**src/rtl/alu_core.sv**
```systemverilog
// alu_core: execute-stage ALU with operand forwarding and C/Z/N flag register.
// Ports: clk, rst_n (async active-low); register_content1/2, alu_control_signal,
//   instruction (imm, [3:0]=shift); wb1/mem_write1/mem_read/reg2_buf2/result_buf
//   (EX/MEM); wb2/mem_write2/reg2_buf3/result_buf2/mem_read_load_case/
//   memory_data_output_load_case (MEM/WB); reg1_buf1/reg2_buf1 (operand addrs).
//   Outputs: out, carry, zero, neg (next flags), in_dst (op2), forward_unit_src (op1).
// Build option: define ALU_LOAD_FWD_EN to forward MEM/WB load data.
module alu_core (
    input  logic        clk,
    input  logic        rst_n,
    input  logic [15:0] register_content1,
    input  logic [15:0] register_content2,
    input  logic [3:0]  alu_control_signal,
    input  logic [15:0] instruction,
    input  logic        wb1,
    input  logic        mem_write1,
    input  logic        wb2,
    input  logic        mem_write2,
    input  logic [15:0] result_buf,
    input  logic [15:0] result_buf2,
    input  logic [2:0]  reg1_buf1,
    input  logic [2:0]  reg2_buf1,
    input  logic [2:0]  reg2_buf2,
    input  logic [2:0]  reg2_buf3,
    input  logic        mem_read,
    input  logic        mem_read_load_case,
    input  logic [15:0] memory_data_output_load_case,
    output logic [15:0] out,
    output logic        carry,
    output logic        zero,
    output logic        neg,
    output logic [15:0] in_dst,
    output logic [15:0] forward_unit_src
);

    logic        r_c;
    logic        r_z;
    logic        r_n;

    logic [15:0] w_op1;
    logic [15:0] w_op2;
    logic [15:0] w_mw_data;
    logic        w_ex_hit1;
    logic        w_ex_hit2;
    logic        w_mw_hit1;
    logic        w_mw_hit2;

    logic [3:0]  w_sh;
    logic [16:0] w_add;
    logic [16:0] w_sub;
    logic [16:0] w_inc;
    logic [16:0] w_dec;
    logic [16:0] w_iadd;
    logic [16:0] w_shl17;
    logic [16:0] w_shr17;

    logic [15:0] w_out;
    logic        w_c;
    logic        w_z;
    logic        w_n;
    logic        w_upd_zn;

    // MEM/WB forwarded value; load data only when load forwarding is built in.
`ifdef ALU_LOAD_FWD_EN
    assign w_mw_data = mem_read_load_case ? memory_data_output_load_case
                                          : result_buf2;
`else
    logic w_unused_ld;
    assign w_unused_ld = ^{mem_read_load_case, memory_data_output_load_case};
    assign w_mw_data   = result_buf2;
`endif

    // A load sitting in EX/MEM has no data yet, so it never forwards.
    assign w_ex_hit1 = wb1 && !mem_write1 && !mem_read && (reg2_buf2 == reg1_buf1);
    assign w_ex_hit2 = wb1 && !mem_write1 && !mem_read && (reg2_buf2 == reg2_buf1);
    assign w_mw_hit1 = wb2 && !mem_write2 && (reg2_buf3 == reg1_buf1);
    assign w_mw_hit2 = wb2 && !mem_write2 && (reg2_buf3 == reg2_buf1);

    assign w_op1 = w_ex_hit1 ? result_buf :
                   w_mw_hit1 ? w_mw_data  : register_content1;
    assign w_op2 = w_ex_hit2 ? result_buf :
                   w_mw_hit2 ? w_mw_data  : register_content2;

    assign forward_unit_src = w_op1;
    assign in_dst           = w_op2;

    assign w_sh   = instruction[3:0];
    assign w_add  = {1'b0, w_op2} + {1'b0, w_op1};
    assign w_sub  = {1'b0, w_op2} - {1'b0, w_op1};
    assign w_inc  = {1'b0, w_op2} + 17'd1;
    assign w_dec  = {1'b0, w_op2} - 17'd1;
    assign w_iadd = {1'b0, w_op1} + {1'b0, instruction};
    // Widened shifts: the bit shifted out lands in bit 16 / bit 0.
    assign w_shl17 = {1'b0, w_op1} << w_sh;
    assign w_shr17 = {w_op1, 1'b0} >> w_sh;

    always_comb begin
        w_out    = w_op2;
        w_c      = r_c;
        w_upd_zn = 1'b0;
        unique case (alu_control_signal)
            4'd0:  w_out = w_op2;
            4'd1:  w_c   = 1'b1;
            4'd2:  w_c   = 1'b0;
            4'd3: begin
                w_out    = ~w_op2;
                w_upd_zn = 1'b1;
            end
            4'd4: begin
                w_out    = w_inc[15:0];
                w_c      = w_inc[16];
                w_upd_zn = 1'b1;
            end
            4'd5: begin
                w_out    = w_dec[15:0];
                w_c      = w_dec[16];
                w_upd_zn = 1'b1;
            end
            4'd6:  w_out = w_op1;
            4'd7: begin
                w_out    = w_add[15:0];
                w_c      = w_add[16];
                w_upd_zn = 1'b1;
            end
            4'd8: begin
                w_out    = w_sub[15:0];
                w_c      = w_sub[16];
                w_upd_zn = 1'b1;
            end
            4'd9: begin
                w_out    = w_op2 & w_op1;
                w_upd_zn = 1'b1;
            end
            4'd10: begin
                w_out    = w_op2 | w_op1;
                w_upd_zn = 1'b1;
            end
            4'd11: begin
                w_out    = w_shl17[15:0];
                w_upd_zn = 1'b1;
                if (w_sh != 4'd0) w_c = w_shl17[16];
            end
            4'd12: begin
                w_out    = w_shr17[16:1];
                w_upd_zn = 1'b1;
                if (w_sh != 4'd0) w_c = w_shr17[0];
            end
            4'd13: begin
                w_out    = w_iadd[15:0];
                w_c      = w_iadd[16];
                w_upd_zn = 1'b1;
            end
            4'd14: w_out = instruction;
            4'd15: w_out = w_op1;
            default: w_out = w_op2;
        endcase
    end

    assign w_z = w_upd_zn ? (w_out == 16'd0) : r_z;
    assign w_n = w_upd_zn ? w_out[15]        : r_n;

    assign out   = w_out;
    assign carry = w_c;
    assign zero  = w_z;
    assign neg   = w_n;

    always_ff @(posedge clk or negedge rst_n) begin
        if (!rst_n) begin
            r_c <= 1'b0;
            r_z <= 1'b0;
            r_n <= 1'b0;
        end else begin
            r_c <= w_c;
            r_z <= w_z;
            r_n <= w_n;
        end
    end

endmodule

```
**config.mk**
```make
export PLATFORM = sky130hd
export DESIGN_NAME = alu_core
export DESIGN_NICKNAME = d
export VERILOG_FILES = /design/src/rtl/alu_core.sv
export SDC_FILE = /design/constraint.sdc
export NUM_CORES = 1
export LEC_CHECK = 0
export BUFFER_PORTS_ARGS = -buffer_cell sky130_fd_sc_hd__buf_4
export CAP_MARGIN = 20
export CORE_MARGIN = 2
export CORE_UTILIZATION = 52
export CTS_CLUSTER_DIAMETER = 80
export DETAILED_ROUTE_END_ITERATION = 8
export HOLD_SLACK_MARGIN = 0.12
export PLACE_DENSITY = 0.83
export SETUP_SLACK_MARGIN = 0.05
export SLEW_MARGIN = 25
export SYNTH_ARGS = -nofsm -noshare
export SYNTH_HDL_FRONTEND = slang
export SYNTH_SLANG_ARGS = --single-unit
```
**constraint.sdc**
```tcl
create_clock -name clk -period 6.57 [get_ports clk]
set_clock_uncertainty 0.05 [all_clocks]
set_input_delay 0.657 -clock clk [delete_from_list [all_inputs] [get_ports clk]]
set_output_delay 0.657 -clock clk [all_outputs]
set_load 0.03 [all_outputs]
```
==> flow_summary.json <==
{
  "detailedPlace.worstSlack_ns": -0.1085,
  "grt_max_degree": 44,
  "finalHoldViolCount": 0,
  "netlist-cell-type-count": 84,
  "max-slew-margin-rel_pct": 22.13,
  "peakVddDrop_v": 0.0001081,
  "clock_tree_from_tritoncts": "done",
  "netlist.top_cell.by_area": "ha_1",
  "drtAntennaViolNets": 0,
  "rr_startpoint": "r_c$_DFF_PN0_",
  "cts_inserted_buffers": 3,
  "initial_antenna_violation_count": 0,
  "worstSetupEndpointType": "output port",
  "synth-async-reset-ratio_pct": 100.0,
  "crit-reg2reg-capture": "r_c$_DFF_PN0_",
  "clock_tree.htree_level_count": 1,
  "synth_cells": 1204,
  "fp.coreArea_um2": 14640,
  "cts-root-to-sink-buffers": 2,
  "cp.arrival_ns": 5.81,
  "critPathCapture": "zero",
  "crit_path_start_kind": "input pin",
  "rsz_0062_raised_after_global_routing": "yes",
  "critPathMaxFanout": 7,
  "clock_sink_count": 3,
  "synthesis.area_um2": 7859,
  "total_global_routing_track_utilization_pct": 51.40,
  "post_route_cells_drive_above_1_share_pct": 28.38,
  "area.sequential_um2": 75.07,
  "total_power_mw": 1.265,
  "clock_latency_ns": 0.22,
  "dieWidth_um": 126.9,
  "die-area_um2": 16110,
  "chipHeight_um": 126.9,
  "power-per-cell-area_nw_per_um2": 120.1,
  "drt_iter0_drc": 2454,
  "total_number_of_vias": 12280,
  "yosysSeqAreaShare_pct": 0.9553,
  "grt_first_pass_wirelength_mm": 64.43,
  "synth_top_cell_area_share_pct": 11.30,
  "layer_with_the_highest_usage_after_global_routing": "met2",
  "timing.final.crit_period_ns": 6.521,
  "placement.io_buffers": 153,
  "hold_slack_ns": 0.1691,
  "met2_usage_pct": 75.05,
  "floorplan.initialDensity_pct": 53.67,
  "path_clk_slew_ns": 0.03,
  "run_status": "finished clean",
  "synth.net_count": 1398,
  "post_drt_via_cell_ratio": 7.556,
  "grt_use_met1_pct": 65.56,
  "reg2reg_setup_slack_ns": 4.79,
  "routed_wirelength_mm": 43.75,
  "ys.flop_type": "dfrtp_1",
  "power.static_leakage_nw": 4.402,
  "drt-pass1-iter-count": 8,
  "routed_wire_length_per_instance_um": 26.92,
  "setup.worst_path.start": "reg2_buf3[1]",
  "setup_violations": 0,
  "synth_area_leaders": "ha_1 11%, nor2_1 6.5%, nand2_1 5.8%",
  "tightest_slew_ns": 1.153,
  "layout.filler_cells": 1245,
  "final.period_utilization_pct": 99.26,
  "synth-edff-count": 0,
  "place.gp.congestion": 1.168,
  "area_occupied_by_multi_input_gates_um2": 7621,
  "core.rowCount": 44,
  "grt_pass1_vias": 10950,
  "ios": 171,
  "grt_overflow": 0,
  "final.setup.worst_slack_ns": 0.04855,
  "route.detailed.drc": 0,
  "met3_usage_pct": 17.42,
  "setup.worst_path.class": "in2out",
  "achievable-frequency_mhz": 153.3,
  "worst-endpoint-required_ns": 5.86,
  "dp.final_hpwl_mm": 34.49,
  "final-max-slew-violation-count": 0,
  "synth.ff_latch_count": 3,
  "synth_area_per_inst_um2": 6.527,
  "synthToLayoutAreaGrowth_pct": 34.07,
  "synth-warning-count": 0,
  "insertedDiodeCount": 0,
  "min_path_type": "in2async",
  "ff2ff_path_depth": 4,
  "clock-root-buffer": "clkbuf_16",
  "final_nets": 1636,
  "cap_violations": 0
}
-- synthesized netlist by cell type, types with 23 or more instances --
cell type	number
a21oi_1	66
a221oi_1	23
a31oi_1	25
clkbuf_1	61
ha_1	71
inv_1	54
nand2_1	121
nand3_1	34
nor2_1	136
nor3_1	53
nor4_1	30
o21ai_0	87
o22ai_1	27
-- cell type report --
| type | instances | share of cell area [%] |
|---|---|---|
| clock buffer | 4 | 0.7481 |
| inverter | 58 | 2.090 |
| multi-input combinational | 1072 | 72.33 |
| tap | 184 | 2.185 |
| timing repair buffer | 304 | 21.93 |
| sequential | 3 | 0.7125 |
-- metal layers --
layer	wire length, µm	vias to the layer above
li1	-	5173
met1	15390	5444
met2	17160	1299
met3	7246	361
met4	3895	2
met5	62	-
-- report_power, final --
group	leakage (nW)	total, mW	internal [mW]	switching [mW]
Clock	0.0382	0.0961	0.0800	0.0161
Sequential	0.0387	0.0240	0.0214	0.00252
Combinational	4.32	1.15	0.448	0.697
Total	4.40	1.27	0.549	0.716
-- registers in the layout, summed over array words and instances, names as in the netlist --
signal and cells:
r_c 1, r_n 1, r_z 1
-- worst min-delay path by stage --
stage,cells past startpoint,endpoint,slack (ns)
floorplan,0,r_c$_DFF_PN0_,0.31
global placement,1,r_n$_DFF_PN0_,0.40
detailed placement,1,r_n$_DFF_PN0_,0.40
CTS,1,r_c$_DFF_PN0_,0.17
global route,1,r_c$_DFF_PN0_,0.17
finish,1,r_c$_DFF_PN0_,0.17
-- repair_timing --
action	in CTS	in global routing
pin swaps	10	9
gates resized for setup	26	17
endpoints found under the setup margin	1	2
hold buffers	0	0
setup buffers	0	3
-- worst max-delay path, stage by stage --
cell       delay [ns]
buf_4            0.12
xor2_1           0.16
or4_4            0.63
buf_4            0.18
a221oi_4         0.33
nor2_4           0.14
ha_4             0.33
nand3_2          0.10
o22ai_4          0.25
o21ai_2          0.11
a221o_1          0.29
o21ai_0          0.10
buf_4            0.17
o2111ai_1        0.12
or4_4            0.53
nand4b_1         0.18
or4_4            0.51
or4_4            0.44
o41ai_4          0.26
buf_6            0.18
-- placed cells by master, fill, tap and decap left out, types with 9 or more instances in the layout --
master / netlist / layout
a211oi_1: 14 / 12
a21oi_1: 66 / 63
a221oi_1: 23 / 19
a221oi_2: 10 / 9
a31oi_1: 25 / 21
a32oi_1: 12 / 12
and3_1: 21 / 21
buf_4: 0 / 301
ha_1: 71 / 63
inv_1: 54 / 53
mux2i_1: 12 / 12
nand2_1: 121 / 121
nand2b_1: 15 / 15
nand3_1: 34 / 31
nand4_1: 15 / 15
nor2_1: 136 / 128
nor2b_1: 12 / 12
nor3_1: 53 / 52
nor4_1: 30 / 29
o211ai_1: 21 / 21
o21a_1: 13 / 13
o21ai_0: 87 / 82
o221ai_1: 14 / 13
o22ai_1: 27 / 26
o31ai_1: 15 / 14
o32ai_1: 20 / 20
or3_1: 15 / 14
xnor2_1: 22 / 22
xor2_1: 14 / 14
-- cells by family (layout without fill, tap and decap cells) --
logic type | count (synthesis) | count (layout) | synth area share (%)
simple gates | 494 | 494 | 30.78
mux | 26 | 26 | 4.538
compound gates | 442 | 442 | 41.22
xor+xnor | 36 | 36 | 4.012
flops | 3 | 3 | 0.9552
buf+inv | 129 | 366 | 6.432
fa+ha+maj | 74 | 74 | 12.07
-- stage by stage --
step,TNS (ns),instances,utilization [%],instance area (µm²)
final,0,1625,71.95,10540
after global routing,-0.05677,1625,71.95,10540
after CTS,0,1622,71.30,10440
after detailed placement,-0.1085,1618,69.69,10200
after global placement,-0.01325,1618,69.69,10200
after floorplan,0,1204,-,8015
Power figures use the tool's default switching activity.
